===== src/rtl/up_counter_ctrl_if.sv =====
// ---------------------------------------------------------------------------
// up_counter_ctrl_if
//   Bundles the control inputs and status outputs of up_counter_ctrl.
//   Clock and reset are kept as plain ports on the counter itself.
//
//   master : drives en, sclr, load, load_val, limit, mode, start;
//            observes count, tc, wrap, busy, done
//   slave  : the counter side (mirror of master)
// ---------------------------------------------------------------------------
interface up_counter_ctrl_if #(
    parameter int WIDTH = 4
);
    logic             en;
    logic             sclr;
    logic             load;
    logic [WIDTH-1:0] load_val;
    logic [WIDTH-1:0] limit;
    logic [1:0]       mode;
    logic             start;
    logic [WIDTH-1:0] count;
    logic             tc;
    logic             wrap;
    logic             busy;
    logic             done;

    modport master (
        output en, sclr, load, load_val, limit, mode, start,
        input  count, tc, wrap, busy, done
    );

    modport slave (
        input  en, sclr, load, load_val, limit, mode, start,
        output count, tc, wrap, busy, done
    );
endinterface


===== src/rtl/up_counter_ctrl.sv =====
// ---------------------------------------------------------------------------
// up_counter_ctrl
//   Programmable up counter counting from 0 toward a runtime terminal value.
//   Modes: 00/11 free-run wrap, 01 saturate, 10 one-shot.
//
//   Ports:
//     clk   : clock, rising edge
//     rst   : asynchronous reset, active low
//     bus   : up_counter_ctrl_if.slave
//               en       count enable
//               sclr     synchronous clear (highest priority)
//               load     synchronous parallel load of load_val
//               load_val value written to count on load
//               limit    terminal value, sampled every cycle
//               mode     counting mode
//               start    one-shot trigger (mode 10 only)
//               count    current count (registered)
//               tc       count == limit (combinational)
//               wrap     registered 1-cycle pulse when count wrapped to 0
//               busy     one-shot running
//               done     one-shot completed (level)
//
//   One-shot FSM:
//     state   | meaning
//     --------+-----------------------------------------------------------
//     ST_IDLE | not running; count holds, start launches a run from 0
//     ST_RUN  | counting toward limit on enabled cycles; start ignored
//     ST_DONE | limit reached; count holds, start relaunches from 0
// ---------------------------------------------------------------------------
module up_counter_ctrl #(
    parameter int WIDTH = 4
) (
    input logic              clk,
    input logic              rst,
    up_counter_ctrl_if.slave bus
);

    typedef enum logic [1:0] {
        ST_IDLE = 2'b00,
        ST_RUN  = 2'b01,
        ST_DONE = 2'b10
    } state_t;

    localparam logic [WIDTH-1:0] CNT_ONE  = WIDTH'(1);
    localparam logic [WIDTH-1:0] CNT_ZERO = '0;

    state_t           state;
    logic [WIDTH-1:0] count_q;
    logic             wrap_q;
    logic             busy_q;
    logic             done_q;

    logic             mode_oneshot;
    logic             mode_sat;
    logic             at_term;
    logic [WIDTH-1:0] count_inc;

    // mode 11 is reserved and falls through to wrap behaviour
    assign mode_oneshot = (bus.mode == 2'b10);
    assign mode_sat     = (bus.mode == 2'b01);

    // >= rather than == so a count left above limit by a load or a lowered
    // limit still terminates instead of running on to natural overflow
    assign at_term   = (count_q >= bus.limit);

    // only used when count < limit, so it can never overflow
    assign count_inc = count_q + CNT_ONE;

    always_ff @(posedge clk or negedge rst) begin
        if (!rst) begin
            state   <= ST_IDLE;
            count_q <= CNT_ZERO;
            wrap_q  <= 1'b0;
            busy_q  <= 1'b0;
            done_q  <= 1'b0;
        end else begin
            wrap_q <= 1'b0;

            if (bus.sclr) begin
                state   <= ST_IDLE;
                count_q <= CNT_ZERO;
                busy_q  <= 1'b0;
                done_q  <= 1'b0;
            end else if (bus.load) begin
                // FSM state untouched: a load during RUN lets the one-shot
                // carry on from the loaded value
                count_q <= bus.load_val;
            end else if (mode_oneshot) begin
                case (state)
                    ST_IDLE, ST_DONE: begin
                        if (bus.start) begin
                            state   <= ST_RUN;
                            count_q <= CNT_ZERO;
                            busy_q  <= 1'b1;
                            done_q  <= 1'b0;
                        end
                    end
                    ST_RUN: begin
                        if (bus.en) begin
                            if (at_term) begin
                                state  <= ST_DONE;
                                busy_q <= 1'b0;
                                done_q <= 1'b1;
                            end else begin
                                count_q <= count_inc;
                            end
                        end
                    end
                    default: begin
                        state  <= ST_IDLE;
                        busy_q <= 1'b0;
                        done_q <= 1'b0;
                    end
                endcase
            end else begin
                // leaving one-shot mode drops the FSM back to idle; the
                // counter itself continues under the new mode right away
                state  <= ST_IDLE;
                busy_q <= 1'b0;
                done_q <= 1'b0;

                if (bus.en) begin
                    if (mode_sat) begin
                        if (!at_term) begin
                            count_q <= count_inc;
                        end
                    end else begin
                        if (at_term) begin
                            count_q <= CNT_ZERO;
                            wrap_q  <= 1'b1;
                        end else begin
                            count_q <= count_inc;
                        end
                    end
                end
            end
        end
    end

    assign bus.count = count_q;
    assign bus.tc    = (count_q == bus.limit);
    assign bus.wrap  = wrap_q;
    assign bus.busy  = busy_q;
    assign bus.done  = done_q;

endmodule


===== src/flat_wrapper.sv =====
// flat-port wrapper written by rule: the top's interface ports become plain ports
module up_counter_ctrl_flat 
#(
    parameter int WIDTH = 4
)
  (clk, rst, bus_en, bus_sclr, bus_load, bus_load_val, bus_limit, bus_mode, bus_start, bus_count, bus_tc, bus_wrap, bus_busy, bus_done);
  up_counter_ctrl_if #(.WIDTH(WIDTH)) bus_i ();
  input logic clk;
  input logic rst;
  input wire logic [$bits(bus_i.en)-1:0] bus_en;
  input wire logic [$bits(bus_i.sclr)-1:0] bus_sclr;
  input wire logic [$bits(bus_i.load)-1:0] bus_load;
  input wire logic [$bits(bus_i.load_val)-1:0] bus_load_val;
  input wire logic [$bits(bus_i.limit)-1:0] bus_limit;
  input wire logic [$bits(bus_i.mode)-1:0] bus_mode;
  input wire logic [$bits(bus_i.start)-1:0] bus_start;
  output wire logic [$bits(bus_i.count)-1:0] bus_count;
  output wire logic [$bits(bus_i.tc)-1:0] bus_tc;
  output wire logic [$bits(bus_i.wrap)-1:0] bus_wrap;
  output wire logic [$bits(bus_i.busy)-1:0] bus_busy;
  output wire logic [$bits(bus_i.done)-1:0] bus_done;
  assign bus_i.en = bus_en;
  assign bus_i.sclr = bus_sclr;
  assign bus_i.load = bus_load;
  assign bus_i.load_val = bus_load_val;
  assign bus_i.limit = bus_limit;
  assign bus_i.mode = bus_mode;
  assign bus_i.start = bus_start;
  assign bus_count = bus_i.count;
  assign bus_tc = bus_i.tc;
  assign bus_wrap = bus_i.wrap;
  assign bus_busy = bus_i.busy;
  assign bus_done = bus_i.done;
  up_counter_ctrl #(.WIDTH(WIDTH)) u_core (.clk(clk), .rst(rst), .bus(bus_i));
endmodule

===== config.mk =====
export PLATFORM = sky130hd
export DESIGN_NAME = up_counter_ctrl_flat
export DESIGN_NICKNAME = d
export VERILOG_FILES = /design/src/rtl/up_counter_ctrl_if.sv /design/src/rtl/up_counter_ctrl.sv /design/src/flat_wrapper.sv
export SDC_FILE = /design/constraint.sdc
export NUM_CORES = 1
export LEC_CHECK = 0
export ABC_AREA = 1
export CORE_AREA = 2 2 56 58
export CTS_CLUSTER_DIAMETER = 100
export CTS_CLUSTER_SIZE = 40
export DETAILED_ROUTE_END_ITERATION = 7
export DIE_AREA = 0 0 58 60
export HOLD_SLACK_MARGIN = 0.08
export PLACE_DENSITY = 0.6
export SYNTH_ARGS = -nofsm -noshare
export SYNTH_HDL_FRONTEND = slang
export SYNTH_SLANG_ARGS = --single-unit

===== constraint.sdc =====
create_clock -name clk -period 4.34 [get_ports clk]
set_clock_uncertainty 0.05 [all_clocks]
set_input_delay 0.434 -clock clk [delete_from_list [all_inputs] [get_ports clk]]
set_output_delay 0.434 -clock clk [all_outputs]
set_load 0.03 [all_outputs]

; ---- Word-level counts from Yosys, hierarchy flattened
; Index checks and enable logic that the tools add are counted.
[classes]
n_eq_ne = 12
magnitude_cmp = 1
addsub = 1
reduce_logical = 5
n_mux = 37
[ops]
columns = operator, n
row1 = $mux 4, 9
row2 = $mux 1, 18
row3 = $ne 4x4->1 const B, 4
row4 = $mux 2, 6
row5 = $ne 5x5->1 const B, 2
row6 = $pmux 4 s2, 1
row7 = $reduce_and 4->1, 2
row8 = $add 4x1->4 const B, 1
row9 = $eq 2x1->1 const B, 2
row10 = $eq 2x2->1 const B, 2
row11 = $eq 4x4->1, 1
row12 = $ge 4x4->1, 1
row13 = $pmux 1 s2, 2
row14 = $pmux 2 s2, 1
row15 = $reduce_bool 4->1, 1
row16 = $logic_not 2->1, 1
row17 = $ne 2x2->1 const B, 1
row18 = $reduce_or 2->1, 1
[totals]
elab_cells = 61
register_bits = 9
input_bits = 16

; ---- Logic depth before layout (Yosys ltp)
[logic_depth]
ltp_word = 7
ltp_mapped = 15
ltp_nobuf = 15

; ---- Worst setup path after synthesis
; No wires, ideal clock.
[synth_timing]
kind = reg2reg
start = register u_core.count_q[0], in the netlist u_core.bus.count[0]
end = register u_core.count_q[0], in the netlist u_core.bus.count[0]
required_time_ns = 4.213
path_buffers = 0
path_stages_with_launch = 14
setup_time_ns = 0.077
arrival_time_ns = 2.080
path_slack_ns = 2.133
synth_period_minus_slack_ns = 2.207
cell_sequence = dfrtp_1 -> inv_1 -> ha_1 -> nand2_1 -> nor2_4 -> nor2_8 -> nand2_4 -> inv_1 -> ha_1 -> o21ai_1 -> nand3_1 -> nand3_1 -> nand2_1 -> o21ai_1
[synth_between]
elab_chain_len = 7
elab_cells_between_ends = 11
[synth_rtl]
columns = item, line
row1 = "start, declared", up_counter_ctrl.sv:48  ; logic [WIDTH-1:0] count_q;
row2 = "start signal, assigned", up_counter_ctrl.sv:87  ; count_q <= bus.load_val;
row3 = "start signal, assigned", up_counter_ctrl.sv:105  ; count_q <= count_inc;
row4 = "start signal, assigned", up_counter_ctrl.sv:125  ; count_q <= count_inc;
row5 = $add 4x1->4 or $ge 4x4->1 (tied branches), "up_counter_ctrl.sv:67, up_counter_ctrl.sv:64"
row6 = "$mux 4, on equally long branches", "up_counter_ctrl.sv:100, up_counter_ctrl.sv:124, up_counter_ctrl.sv:128"
row7 = "$mux 4, on equally long branches", "up_counter_ctrl.sv:99, up_counter_ctrl.sv:123"
row8 = $pmux 4 s2 or $mux 4 (tied branches), "up_counter_ctrl.sv:89, up_counter_ctrl.sv:122"
row9 = $mux 4 (*), up_counter_ctrl.sv:88  ; end else if (mode_oneshot) begin
row10 = $mux 4 (*), up_counter_ctrl.sv:84  ; end else if (bus.load) begin
row11 = $mux 4 (*), up_counter_ctrl.sv:79  ; if (bus.sclr) begin
; Every way passes the cells marked *; elsewhere a longest branch is shown, timed or not. The select of a mux whose other input is x is not followed.
; A chain may end at the register's enable or synchronous reset.

; ---- Final worst setup path
[layout_timing]
start = input bus_limit[3]
end = output bus_tc
[layout_between]
elab_chain_len = 1
[layout_rtl]
columns = item, line
row1 = "start, declared", flat_wrapper.sv:14  ; input wire logic [$bits(bus_i.limit)-1:0] bus_limit;
row2 = $eq 4x4->1, up_counter_ctrl.sv:141  ; assign bus.tc = (count_q == bus.limit);
row3 = "end, declared", flat_wrapper.sv:18  ; output wire logic [$bits(bus_i.tc)-1:0] bus_tc;
; Every way passes these cells.

==> results.tsv <==
stage	metric	value	unit
floorplanning	core.rowCount	20	
grt	global_route.usage.total	11.7	%
grt	grt_overflow_total	0	
cells_and_area	area.sequential	225	um^2
yosys	yosysTopAreaCell	sky130_fd_sc_hd__dfrtp_1	
timing	achievable-frequency	380	MHz
place	dpl.hpwl	1560	um
yosys	syn-num-nets	136	
worst_setup_path	critical_path.top_delay_family	buffers and inverters	
worst_setup_path	worstSetupStartpointType	input port	
yosys	synth_sequential_area_ratio	27.7	%
timing	setup_violations	0	
power_and_ir_drop	power.leakage	0.534	nW
yosys	synth_warnings	0	
power_and_ir_drop	max-vdd-ir-drop	0.182	mV
worst_setup_path	critPathArrivalTime	2150	ps
worst_setup_path	worstPathRequired	3860	ps
yosys	mappedNetlistArea	813	um^2
min_path	hold_class	input port to asynchronous set/reset pin	
cts	worst_path_clk_slew	60	ps
timing	post-route-min-period	2630	ps
cts	root_buffer	sky130_fd_sc_hd__clkbuf_4	
detailed_routing	drtIter0Drc	16	
worst_setup_path	cpMaxStageDelayCell	sky130_fd_sc_hd__clkdlybuf4s50_1	
yosys	synthesis.area_per_instance	7.13	um^2
cts	cts-hold-fix-buffers	0	
worst_setup_path	worst_path_most_repeated_cell	sky130_fd_sc_hd__clkdlybuf4s50_1	
yosys	count_of_cell_types_in_the_netlist	19	
timing	grt_setup_unrepaired	false	
timing	max_slew.worst_pin.slew	616	ps
grt	antenna_found_initial	0	
worst_setup_path	crit_path_cell_trace	clkdlybuf4s50_1 -> inv_1 -> ha_1 -> nand2_2 -> nor2_4 -> clkdlybuf4s50_1	
floorplanning	coreArea	2900	um^2
cells_and_area	area_taken_by_multi_input_logic_gates	509	um^2
floorplanning	pin_count	24	
cells_and_area	post_route_cells_drive_above_1_share	13.5	%
worst_setup_path	timing_worst_setup_path_type	input port to primary output	
detailed_routing	wirelength	1850	um
yosys	share_of_the_synthesized_area_in_the_top_cell_type	27.7	%
yosys	synth_top_cells_by_area	sky130_fd_sc_hd__dfrtp_1 28%, sky130_fd_sc_hd__nand2_1 13%, sky130_fd_sc_hd__ha_1 9.2%	
detailed_routing	drtAntennaViolNets	0	
power_and_ir_drop	power.density_cell_area	253	nW/um^2
cts	clock_sink_count	9	
detailed_routing	avgViaCountPerCell	4.60	
cts	clock_tree.htree_level_count	1	
worst_setup_path	worstPathMaxFanout	2	
job	maxCapViolations	0	
timing	slew_headroom	58.8	%
cts	cts_resized	0	
grt	grt_start_max_net_pins	11	
cts	post_cts_buffers	0	
cells_and_area	design.final.nets	164	
cells_and_area	layout-area-overhead-vs-synth	36.6	%
status	outcome	completed	
floorplanning	initial_core_utilization	28.0	%
detailed_routing	wl_per_cell	10.6	um
grt	vias_in_the_first_global_route	749	
cts	cts-root-to-sink-buffers	2	
timing	slew_violations	0	
cts	tritoncts_clock_tree	yes	
cells_and_area	fillers	323	
floorplanning	die-width	58	um
grt	grt_pass1_wl	3090	um
timing	finalCritPeriodShare	60.7	%
timing	timing.setup.tns	0	ps
worst_setup_path	cpPeakStageDelay	690	ps
cts	insertion_delay	260	ps
floorplanning	die_area	3480	um^2
worst_setup_path	path_buf_inv	3	
floorplanning	die_height	60	um
power_and_ir_drop	design_power_total	0.000282	W
place	io_buffers	23	
cells_and_area	n_antenna_cell	0	
yosys	ys_seq_elements	9	
timing	final-hold-violation-count	0	
detailed_routing	num_vias	800	
place	place.gp.congestion	0.757	
detailed_routing	total_iterations_of_the_first_detailed_routing_run	4	
yosys	netlist_instances	114	
worst_setup_path	worstSetupEndpointType	primary output	
detailed_routing	drc	0	
cts	tritoncts.num_buffers	3	
## report_power, final
part / switching, W / internal, W / total (W)
clock: 0.0000291 / 0.0000354 / 0.0000645
combinational: 0.0000682 / 0.0000512 / 0.000119
sequential: 0.00000790 / 0.0000898 / 0.0000977
## cell type report
cell class                      count  area share [%]
Tap cell                           33            3.72
Sequential cell                     9            20.3
Inverter                           21            7.09
Timing Repair Buffer               23            20.7
Multi-Input combinational cell     84            45.8
Clock buffer                        4            2.36
## through the flow
step | worst slack [ps] | instance area (um^2) | util [%] | instances | hold WS, ps
floorplan | 2130 | 813 | - | 114 | 88.4
global placement | 1710 | 1080 | 37.4 | 170 | 431
detailed placement | 1680 | 1080 | 37.4 | 170 | 431
CTS | 1690 | 1110 | 38.3 | 174 | 440
global route | 1650 | 1110 | 38.3 | 174 | 449
finish | 1710 | 1110 | 38.3 | 174 | 436
## cell families after synthesis
kind of cell | after synthesis | synth area share (%)
buffers and inverters | 21 | 9.69
AO/OA/AOI/OAI | 15 | 11.5
flip-flops | 9 | 27.7
adder cells (fa/ha/maj) | 6 | 9.23
AND/OR/NAND/NOR | 63 | 41.8
## sequential cells by signal, summed over array words and instances, names as in the netlist
signal / cells
u_core.bus.wrap: 1
u_core.bus.count: 4
u_core.state: 2
u_core.bus.busy: 1
u_core.bus.done: 1
## layout by cell type, fill, tap and decap left out, types with 3 or more instances in the layout
cell | synthesis | routed
sky130_fd_sc_hd__nor2_1 | 8 | 8
sky130_fd_sc_hd__a21oi_1 | 4 | 4
sky130_fd_sc_hd__a21boi_0 | 3 | 3
sky130_fd_sc_hd__clkbuf_4 | 0 | 3
sky130_fd_sc_hd__nand2_4 | 3 | 3
sky130_fd_sc_hd__o21ai_1 | 6 | 6
sky130_fd_sc_hd__clkdlybuf4s50_1 | 0 | 23
sky130_fd_sc_hd__nand2_2 | 5 | 5
sky130_fd_sc_hd__nand2_1 | 28 | 28
sky130_fd_sc_hd__dfrtp_1 | 9 | 9
sky130_fd_sc_hd__nand3_1 | 13 | 13
sky130_fd_sc_hd__inv_1 | 17 | 17
sky130_fd_sc_hd__ha_1 | 6 | 6
## metal layers
layer,up-vias,global-route usage [%],share of wire (%)
met2,24,21.9,50
li1,420,-,-
met3,2,4.11,6.8
met1,354,12.9,43
met5,-,0,0
met4,0,1.99,0.38
## path summary, 6_finish.rpt
check | slack, ps | to | cells after the start | from
setup / recovery | 1710 | bus_tc | 6 | bus_limit[3]
hold / removal | 440 | u_core.bus.count[2]$_DFFE_PN0P_ | 1 | rst
setup reg to reg | 2320 | u_core.bus.count[0]$_DFFE_PN0P_ | 12 | u_core.bus.count[2]$_DFFE_PN0P_
hold reg to reg | 450 | u_core.state[1]$_DFFE_PN0P_ | 2 | u_core.state[1]$_DFFE_PN0P_
max in group asynchronous | 3500 | u_core.state[1]$_DFFE_PN0P_ | 1 | rst
min in group clk | 450 | u_core.state[1]$_DFFE_PN0P_ | 2 | u_core.state[1]$_DFFE_PN0P_
## cell usage after synthesis
cell	count
sky130_fd_sc_hd__inv_1	17
sky130_fd_sc_hd__nor2_1	8
sky130_fd_sc_hd__o21ai_2	1
sky130_fd_sc_hd__o21ai_1	6
sky130_fd_sc_hd__nand2_1	28
sky130_fd_sc_hd__nand2_4	3
sky130_fd_sc_hd__clkinv_1	2
sky130_fd_sc_hd__a21oi_1	4
sky130_fd_sc_hd__nand3_1	13
sky130_fd_sc_hd__ha_1	6
sky130_fd_sc_hd__a31oi_2	1
sky130_fd_sc_hd__nand2_2	5
sky130_fd_sc_hd__inv_2	2
sky130_fd_sc_hd__nor2_4	2
sky130_fd_sc_hd__dfrtp_1	9
sky130_fd_sc_hd__nand3b_1	2
sky130_fd_sc_hd__nor2_8	1
sky130_fd_sc_hd__a21boi_0	3
sky130_fd_sc_hd__nand3_4	1
Power figures use the tool's default switching activity.
